`config.mk`:
```
export PLATFORM = sky130hd
export DESIGN_NAME = load_unit
export DESIGN_NICKNAME = d
export VERILOG_FILES = /design/src/rtl/load_unit_pkg.sv /design/src/rtl/load_align.sv /design/src/rtl/load_unit.sv
export SDC_FILE = /design/constraint.sdc
export NUM_CORES = 1
export LEC_CHECK = 0
export BUFFER_PORTS_ARGS = -buffer_cell sky130_fd_sc_hd__buf_4
export CAP_MARGIN = 20
export CORE_UTILIZATION = 45
export DETAILED_ROUTE_END_ITERATION = 7
export GPL_TIMING_DRIVEN = 0
export HOLD_SLACK_MARGIN = 0.02
export SLEW_MARGIN = 15
export SYNTH_ARGS = -nofsm -noshare
export SYNTH_HDL_FRONTEND = slang
export SYNTH_SLANG_ARGS = --single-unit
```
`constraint.sdc`:
```
create_clock -name clk -period 14.9 [get_ports clk]
set_input_delay 2.98 -clock clk [delete_from_list [all_inputs] [get_ports clk]]
set_output_delay 2.98 -clock clk [all_outputs]
set_load 0.05 [all_outputs]
```
`src/rtl/load_unit_pkg.sv`:
```
// Shared definitions for the load unit: load opcode encodings, decoded-op
// record, lane-offset width helper and the alignment rule.
package load_unit_pkg;

  // Load opcode encodings presented by the MEM stage.
  localparam logic [7:0] EXE_LB_OP  = 8'h20;
  localparam logic [7:0] EXE_LH_OP  = 8'h21;
  localparam logic [7:0] EXE_LW_OP  = 8'h23;
  localparam logic [7:0] EXE_LBU_OP = 8'h24;
  localparam logic [7:0] EXE_LHU_OP = 8'h25;

  typedef enum logic [1:0] {
    SZ_BYTE = 2'd0,
    SZ_HALF = 2'd1,
    SZ_WORD = 2'd2
  } load_size_e;

  typedef struct packed {
    logic       known;
    logic       is_signed;
    load_size_e size;
  } load_dec_t;

  // Width of the byte-lane offset inside one memory word.
  function automatic int lane_off_w(input int data_w);
    return $clog2(data_w / 8);
  endfunction

  function automatic load_dec_t decode_op(input logic [7:0] op);
    load_dec_t d;
    d = '{known: 1'b1, is_signed: 1'b1, size: SZ_WORD};
    case (op)
      EXE_LB_OP:  d.size = SZ_BYTE;
      EXE_LH_OP:  d.size = SZ_HALF;
      EXE_LW_OP:  d.size = SZ_WORD;
      EXE_LBU_OP: begin d.size = SZ_BYTE; d.is_signed = 1'b0; end
      EXE_LHU_OP: begin d.size = SZ_HALF; d.is_signed = 1'b0; end
      default:    d.known = 1'b0;
    endcase
    return d;
  endfunction

  // Halfwords must sit on even addresses, words on multiples of four.
  function automatic logic is_misaligned(input load_dec_t d, input logic [1:0] lo);
    return ((d.size == SZ_HALF) && lo[0]) || ((d.size == SZ_WORD) && (lo != 2'b00));
  endfunction

endpackage

```
`src/rtl/load_align.sv`:
```
// Combinational lane extraction: picks the addressed byte/half/word out of a
// big-endian memory word and sign- or zero-extends it to DATA_W.
module load_align import load_unit_pkg::*; #(
  parameter int DATA_W = 32,
  parameter int OFF_W  = lane_off_w(DATA_W)
) (
  input  logic [7:0]        op,
  input  logic [OFF_W-1:0]  offset,
  input  logic [DATA_W-1:0] data,
  output logic [DATA_W-1:0] result
);

  load_dec_t          dec;
  logic [DATA_W-1:0]  shifted;
  logic signed [7:0]  b;
  logic signed [15:0] h;
  logic signed [31:0] w;

  // Shift the addressed lane to the top (lane 0 is the MSB lane), then extend.
  always_comb begin
    // NOTE: every output of this block gets a value before any branch, so no latch can be inferred.
    result  = '0;
    dec     = decode_op(op);
    shifted = data << {offset, 3'b000};
    b       = $signed(shifted[DATA_W-1 -: 8]);
    h       = $signed(shifted[DATA_W-1 -: 16]);
    w       = $signed(shifted[DATA_W-1 -: 32]);
    if (dec.known) begin
      case (dec.size)
        SZ_BYTE: result = dec.is_signed ? DATA_W'(b) : DATA_W'($unsigned(b));
        SZ_HALF: result = dec.is_signed ? DATA_W'(h) : DATA_W'($unsigned(h));
        default: result = DATA_W'(w);
      endcase
    end
  end

endmodule

```
`src/rtl/load_unit.sv`:
```
// Load unit between MEM stage and a variable-latency data memory.
// Tracks up to DEPTH loads in order, returns extended, tagged results.
// Optional feature: define LOAD_UNIT_ADEL_EN to detect misaligned loads and
// report them as AdEL; otherwise misaligned loads are force-aligned and issued.
module load_unit import load_unit_pkg::*; #(
  parameter int DATA_W = 32,
  parameter int ADDR_W = 32,
  parameter int DEPTH  = 4,
  parameter int TAG_W  = 5
) (
  input  logic              clk,
  input  logic              rst,
  input  logic              flush,
  input  logic              req_valid,
  output logic              req_ready,
  input  logic [7:0]        req_op,
  input  logic [ADDR_W-1:0] req_addr,
  input  logic [TAG_W-1:0]  req_tag,
  output logic              mem_req_valid,
  input  logic              mem_req_ready,
  output logic [ADDR_W-1:0] mem_req_addr,
  input  logic              mem_rsp_valid,
  input  logic [DATA_W-1:0] mem_rsp_data,
  output logic              rsp_valid,
  input  logic              rsp_ready,
  output logic [DATA_W-1:0] rsp_data,
  output logic [TAG_W-1:0]  rsp_tag,
  output logic              rsp_adel,
  output logic [ADDR_W-1:0] rsp_badvaddr
);

  localparam int OFF_W  = lane_off_w(DATA_W);
  localparam int PTR_W  = $clog2(DEPTH);
  localparam int CNT_W  = PTR_W + 1;
  // Dropped replies can pile up across repeated flushes; leave headroom.
  localparam int DROP_W = PTR_W + 4;

`ifdef LOAD_UNIT_ADEL_EN
  localparam bit ADEL_EN = 1'b1;
`else
  localparam bit ADEL_EN = 1'b0;
`endif

  typedef struct packed {
    logic [7:0]        op;
    logic [OFF_W-1:0]  offset;
    logic [TAG_W-1:0]  tag;
    logic [ADDR_W-1:0] addr;
    logic              adel;
    logic              done;
    logic [DATA_W-1:0] data;
  } entry_t;

  entry_t            fifo_q [DEPTH];
  entry_t            head_entry;
  logic [PTR_W-1:0]  head_q;
  logic [PTR_W-1:0]  tail;
  logic [CNT_W-1:0]  count_q;
  logic [DROP_W-1:0] drop_cnt_q;
  logic [DROP_W-1:0] drop_sum;

  load_dec_t         req_dec;
  logic              req_misaligned;
  logic              req_no_mem;
  logic [OFF_W-1:0]  req_offset;
  logic              full;
  logic              push;
  logic              pop;
  logic              head_done;

  logic              fill_hit;
  logic [PTR_W-1:0]  fill_idx;
  logic [PTR_W-1:0]  scan_idx;
  logic [CNT_W-1:0]  pending;
  logic              mem_fill;
  logic [DATA_W-1:0] align_result;

  // ---------------- request side ----------------
  assign req_dec        = decode_op(req_op);
  assign req_misaligned = ADEL_EN && req_dec.known && is_misaligned(req_dec, req_addr[1:0]);
  assign req_no_mem     = req_misaligned || !req_dec.known;
  assign full           = (count_q == CNT_W'(DEPTH));
  assign tail           = head_q + count_q[PTR_W-1:0];

  assign mem_req_valid  = req_valid && !full && !flush && !req_no_mem;
  assign mem_req_addr   = {req_addr[ADDR_W-1:OFF_W], {OFF_W{1'b0}}};
  assign req_ready      = !full && !flush && (req_no_mem || mem_req_ready);
  assign push           = req_valid && req_ready;

  // Lane offset stored with the entry; sub-size bits are ignored so an
  // unflagged misaligned load behaves as its aligned counterpart.
  always_comb begin
    req_offset = req_addr[OFF_W-1:0];
    if (req_dec.size == SZ_HALF) begin
      req_offset[0] = 1'b0;
    end else if (req_dec.size == SZ_WORD) begin
      req_offset[1:0] = 2'b00;
    end
  end

  // ---------------- reply matching ----------------
  // Find the oldest live entry still waiting for memory and count all such
  // entries (the ones whose replies must be dropped on a flush).
  always_comb begin
    fill_hit = 1'b0;
    fill_idx = head_q;
    scan_idx = head_q;
    pending  = '0;
    for (int i = 0; i < DEPTH; i++) begin
      scan_idx = head_q + PTR_W'(i);
      if ((CNT_W'(i) < count_q) && !fifo_q[scan_idx].done) begin
        if (!fill_hit) begin
          fill_hit = 1'b1;
          fill_idx = scan_idx;
        end
        pending = pending + CNT_W'(1);
      end
    end
  end

  assign mem_fill   = mem_rsp_valid && (drop_cnt_q == '0) && !flush && fill_hit;
  assign head_entry = fifo_q[head_q];
  assign head_done  = (count_q != '0) && head_entry.done;
  assign pop        = head_done && (!rsp_valid || rsp_ready) && !flush;

  // Drop count after a flush: existing debt plus everything still waiting,
  // less a reply that arrives in the flush cycle itself.
  always_comb begin
    drop_sum = drop_cnt_q + DROP_W'(pending);
    if (mem_rsp_valid && (drop_sum != '0)) begin
      drop_sum = drop_sum - DROP_W'(1);
    end
  end

  // ---------------- tracking FIFO ----------------
  // Entry payload: written on push, completed by matching memory replies.
  always_ff @(posedge clk) begin
    // NOTE: the payload array has no reset; count_q alone decides which entries are live, so stale contents are never observed.
    if (push) begin
      fifo_q[tail] <= '{op:     req_op,
                        offset: req_offset,
                        tag:    req_tag,
                        addr:   req_addr,
                        adel:   req_misaligned,
                        done:   req_no_mem,
                        data:   '0};
    end
    if (mem_fill) begin
      fifo_q[fill_idx].data <= mem_rsp_data;
      fifo_q[fill_idx].done <= 1'b1;
    end
  end

  // FIFO pointers: flush empties the queue, otherwise push/pop bookkeeping.
  always_ff @(posedge clk) begin
    // NOTE: state uses non-blocking assignments so every register samples pre-edge values.
    if (rst || flush) begin
      head_q  <= '0;
      count_q <= '0;
    end else begin
      if (pop) begin
        head_q <= head_q + PTR_W'(1);
      end
      count_q <= count_q + CNT_W'(push) - CNT_W'(pop);
    end
  end

  // Drop counter: absorbs replies for loads squashed by a flush.
  always_ff @(posedge clk) begin
    if (rst) begin
      drop_cnt_q <= '0;
    end else if (flush) begin
      drop_cnt_q <= drop_sum;
    end else if (mem_rsp_valid && (drop_cnt_q != '0)) begin
      drop_cnt_q <= drop_cnt_q - DROP_W'(1);
    end
  end

  // ---------------- result path ----------------
  load_align #(
    .DATA_W (DATA_W),
    .OFF_W  (OFF_W)
  ) u_align (
    .op     (head_entry.op),
    .offset (head_entry.offset),
    .data   (head_entry.data),
    .result (align_result)
  );

  // Output register: loads the completed head entry, holds while stalled.
  always_ff @(posedge clk) begin
    if (rst || flush) begin
      rsp_valid    <= 1'b0;
      rsp_data     <= '0;
      rsp_tag      <= '0;
      rsp_adel     <= 1'b0;
      rsp_badvaddr <= '0;
    end else if (pop) begin
      rsp_valid    <= 1'b1;
      rsp_data     <= head_entry.adel ? '0 : align_result;
      rsp_tag      <= head_entry.tag;
      rsp_adel     <= ADEL_EN && head_entry.adel;
      rsp_badvaddr <= head_entry.addr;
    end else if (rsp_valid && rsp_ready) begin
      rsp_valid    <= 1'b0;
    end
  end

endmodule
```
Word-level counts from Yosys, hierarchy flattened --
Memory sizes are Yosys's and may differ from the RTL's. A register that Yosys moved wholly into a read port is not among the register bits. Cells that the tools add are included.
Word-level totals: bits in registers 81, latch bits 0, memory bits (writable) 320, bits in read-only memories 0, input bits 84, word-level logic and storage cells 120, memories kept 1
Operators by class: $add $sub $neg 12, multiply operators 0, div/mod/pow operators 0, $lt $le $gt $ge 4, equality and inequality tests 14, shift operators 1, muxes and demuxes 37, bitwise operators 0, reductions and logical operators 44
Memories:
- fifo_q | depth 4, bits a word 80, rd ports 4, clocked after memory_dff 1, wr ports 2, RTL line load_unit.sv:54 | entry_t fifo_q [DEPTH];
Operators by type and width (count):
- $mux 32 | 4
- $eq 8x6->1 const B | 10
- $pmux 32 s2 | 1
- $shl 32x5->32 | 1
- $logic_and 1x1->1 | 19
- $mux 2 | 9
- $mux 6 | 3
- $mux 1 | 15
- $reduce_bool 6->1 | 2
- $sub 6x1->6 const B | 2
- $reduce_or 2->1 | 5
- $reduce_or 5->1 | 2
- $add 3x1->3 const B | 3
- $mux 3 | 3
- $logic_not 1->1 | 8
- $pmux 2 s2 | 2
- $add 6x3->6 | 1
- $logic_not 6->1 | 1
- $lt 1x3->1 const A | 2
- $lt 2x3->1 const A | 2
- $add 2x2->2 const B | 2
- $eq 2x1->1 const B | 2
- $reduce_bool 2->1 | 2
- $add 3x1->3 | 1
- 8 further kinds | 10

Depth between registers and ports, before layout --
word-level depth 14, mapped depth 18, gate-level depth less buffers 18

Hierarchy --
A second synthesis with hierarchy kept.
Second synthesis, totals: cell total of the unflattened synthesis 1253, area total of the unflattened synthesis 17943.5 um^2
Modules (own cells, without submodules):
- load_unit | times used 1, cells each 1107, area an instance 16738.6 um^2, seq. area each 11230.8 um^2
- load_align | times used 1, cells each 146, area an instance 1204.9 um^2, seq. area each 0.0 um^2

Worst setup path before layout --
OpenSTA, ideal clock, no wires.
kind input to register, from in flush, to mem fifo_q[0][0] in the netlist's numbering, enable pin, setup time 391 ps, arrival time 7945 ps, path slack 6564 ps, cell stages on the path 5, buffers on the path 1, cells stage by stage clkbuf_1 -> a31oi_1 -> o211ai_1 -> nor3_1 -> or2_1
RTL lines:
- from (decl) | RTL line load_unit.sv:13 | input logic flush,
- to (decl) | RTL line load_unit.sv:54

Worst setup path after layout --
from in req_op[4], to out mem_req_valid
Between the ends: cells in the longest elaborated chain, start to end 4, elaborated cells between the ends (all ways) 8
RTL lines:
- from (decl) | RTL line load_unit.sv:16 | input logic [7:0] req_op,
- $eq 8x6->1 | RTL line load_unit_pkg.sv:32 | case (op)
- $reduce_or 5->1 (no source line) *
- $mux 1 * | RTL line load_unit_pkg.sv:32
- $logic_and 1x1->1 * | RTL line load_unit.sv:85 | assign mem_req_valid = req_valid && !full && !flush && !req_no_mem;
- to (decl) | RTL line load_unit.sv:19 | output logic mem_req_valid,
Every way passes the cells marked *; elsewhere a longest branch is shown, timed or not.

==> flow_summary.yaml <==
power:
  combPwrFrac_pct: 11.7
  vdd_drop_max_v: 0.000104
  p_int_mw: 1.96
  switching_share_pct: 24.6
  p_leak_nw: 7.77
  p_sw_mw: 0.637
  clkPwrFrac_pct: 39.9
  p_total_mw: 2.60
  p_seq_share_pct: 48.5
  power.density_mw_per_mm2: 121
synth:
  syn_area_sq_mm: 0.0176
  netlist_instances: 1229
  yosysTopAreaCell: "edfxtp_1"
  synth-seq-area-share_pct: 63.8
  synth-edff-count: 316
  postSynthAreaPerCell_sq_um: 14.3
  ys_warn_count: 0
  synth_area_leaders: "edfxtp_1 (54%), dfxtp_1 (9.9%), mux4_2 (9.8%)"
  synth_top_area_share_pct: 53.9
  ys_types: 75
  synthArstFlopShare_pct: 0
  synth_seq_cells: 403
  synth_flop_cell: "edfxtp_1"
clock_network:
  clkTransAtPathRegs_ns: 0.06
  post_cts_buffers: 0
  clock_path_buffers: 3
  cts-buffers-inserted: 42
  cts_htree_levels: 2
  cts_tree: "done"
  cts_resized: 0
  root_buffer: "clkbuf_16"
  numClockSinks: 403
  postCtsHoldBufs: 0
  clk_latency_ns: 0.58
placement:
  gp_congestion: 0.870
  post_dp_cell_area_sq_mm: 0.0200
  hpwl_um: 29800
  dp.cells: 1964
  portBuffers: 184
  dpl_worst_slack_ns: 7.21
die:
  dieWidth_um: 200
  fp.dieH_um: 200
  ios: 189
  core_sq_mm: 0.0386
  rows: 72
  initial_core_util_pct: 45.6
  die_area_sq_mm: 0.0399
min_path:
  hold_path_depth: 2
  hp-start: "rsp_data[9]"
  worstHoldPathType: "reg -> reg"
  hold_end: "rsp_data[9]"
timing:
  finalSetupTns_ns: 0
  fmax_mhz: 130
  setup_ws_ns: 7.21
  finalSetupViolCount: 0
  relSlewSlack_pct: 42.8
  period_needed_ns: 7.69
  fin_crit_sh_pct: 51.6
  worst_pin_slew_ns: 0.857
  rsz0062_at_grt: "false"
  hold_slack_ns: 0.444
  hold_violations: 0
  finClkSkew_ns: 0.0350
  slew_violations: 0
detailed_routing:
  maxUsedRoutingLayer: "met5"
  postRouteAntennaNets: 0
  dr.pass1.iters: 5
  drt_iter0_drc: 578
  wl_per_cell_um: 20.4
  routed_via_density: 5.28
  met1Wirelength_um: 18500
  wl_met2_um: 19600
  routed_wirelength_um: 41800
  post-route-drc-count: 0
  vias: 10800
  dr_wl_met3_um: 2770
critical_path:
  reg2reg_slack_ns: 10.27
  rr_worst_depth: 15
  cp.required_ns: 11.92
  critPathArrivalTime_ns: 4.71
  startpoint_type: "input pin"
  worst_setup_path_end_kind: "output pin"
  criticalPathCategory: "in -> out"
  r2r_end: "drop_cnt_q[0]"
  cp_max_fo: 7
global_routing:
  overflow: 0
  grt_pass1_vias: 10900
  grt_first_pass_wirelength_um: 64000
  antenna_found_initial: 3
  grt_max_degree: 23
  grt_usage_pct: 21.7
finish:
  final_cell_mix: "edfxtp_1 (316), buf_4 (235), and2_1 (130)"
  fin_cells: 2043
  fill_cells: 3207
  final_net_count: 1593
  mostFrequentLayoutCell: "edfxtp_1"
  final_util_pct: 55.4
  drive_gt1_share_pct: 30.6
  final_area_sq_mm: 0.0214
  area_growth_pct: 21.6
status:
  outcome: "completed"
flow_run:
  drv_cap: 0
-- power by group through the flow --
| stage | Clock, mW | Combinational (mW) | Sequential (mW) |
|---|---|---|---|
| 2_1_floorplan | 0 | 0.197 | 1.28 |
| 3_3_place_gp | 0 | 0.291 | 1.28 |
| 3_5_place_dp | 0 | 0.302 | 1.28 |
| 4_1_cts | 1.06 | 0.304 | 1.26 |
| 5_1_grt | 1.10 | 0.333 | 1.26 |
| 6_report | 1.03 | 0.303 | 1.26 |
-- layer usage --
layer / track usage, % / vias up
met5: 0 / -
met4: 6.64 / 4
met3: 5.17 / 62
met2: 34.5 / 274
met1: 29.6 / 5383
li1: - / 5068
-- worst max-delay path, stage by stage --
cell and delay, ns:
buf_4 0.13, or4b_2 0.71, a211o_1 0.42, nor2_1 0.22
buf_4 0.24
-- Yosys cell counts, drive strengths merged, types with 9 or more instances --
| cell | instances |
|---|---|
| a21oi | 59 |
| a31oi | 14 |
| and2 | 135 |
| buf | 74 |
| clkbuf | 28 |
| dfxtp | 87 |
| edfxtp | 316 |
| ha | 17 |
| inv | 21 |
| mux2 | 11 |
| mux2i | 28 |
| mux4 | 78 |
| nand2 | 126 |
| nand3 | 9 |
| nand3b | 9 |
| nor2 | 49 |
| nor3 | 15 |
| o21ai | 52 |
-- final cells by class --
cell class / count / area, sq um / area share (%)
Sequential cell: 403 / 11200 / 52.5
Multi-Input combinational cell: 705 / 5660 / 26.4
Timing Repair Buffer: 215 / 1740 / 8.11
Clock buffer: 61 / 1190 / 5.57
Buffer: 102 / 666 / 3.11
Tap cell: 518 / 648 / 3.03
Clock inverter: 17 / 191 / 0.894
Inverter: 21 / 78.8 / 0.368
Antenna cell: 1 / 2.50 / 0.0117
-- how the worst max path moves through the flow --
stage / endpoint / slack [ns] / start
2_1_floorplan: fifo_q[0][0] / 6.56 / flush
3_3_place_gp: fifo_q[3][10] / 2.78 / flush
3_5_place_dp: mem_req_valid / 7.21 / req_op[4]
4_1_cts: mem_req_valid / 7.21 / req_op[4]
5_1_grt: mem_req_valid / 7.18 / req_op[4]
6_report: mem_req_valid / 7.21 / req_op[4]
-- registers in the layout, indices dropped and copies added (netlist names), named ones only --
signal and cells:
rsp_tag 5, head_q 2, drop_cnt_q 6, count_q 3, fifo_q 320, rsp_valid 1
rsp_badvaddr 32, rsp_data 32
-- logic make-up (layout without fill, tap and decap cells) --
kind of cell / Yosys count / in the layout / share of synthesized area, %
buf+inv: 123 / 416 / 4.23
flops: 403 / 403 / 63.8
simple gates: 386 / 386 / 11.6
fa+ha+maj: 19 / 19 / 1.44
compound gates: 167 / 167 / 6.00
other cells: 1 / 4 / 0.0213
mux: 117 / 117 / 12.3
xor+xnor: 13 / 13 / 0.647
Note: power is estimated with default switching activity, not from simulation.
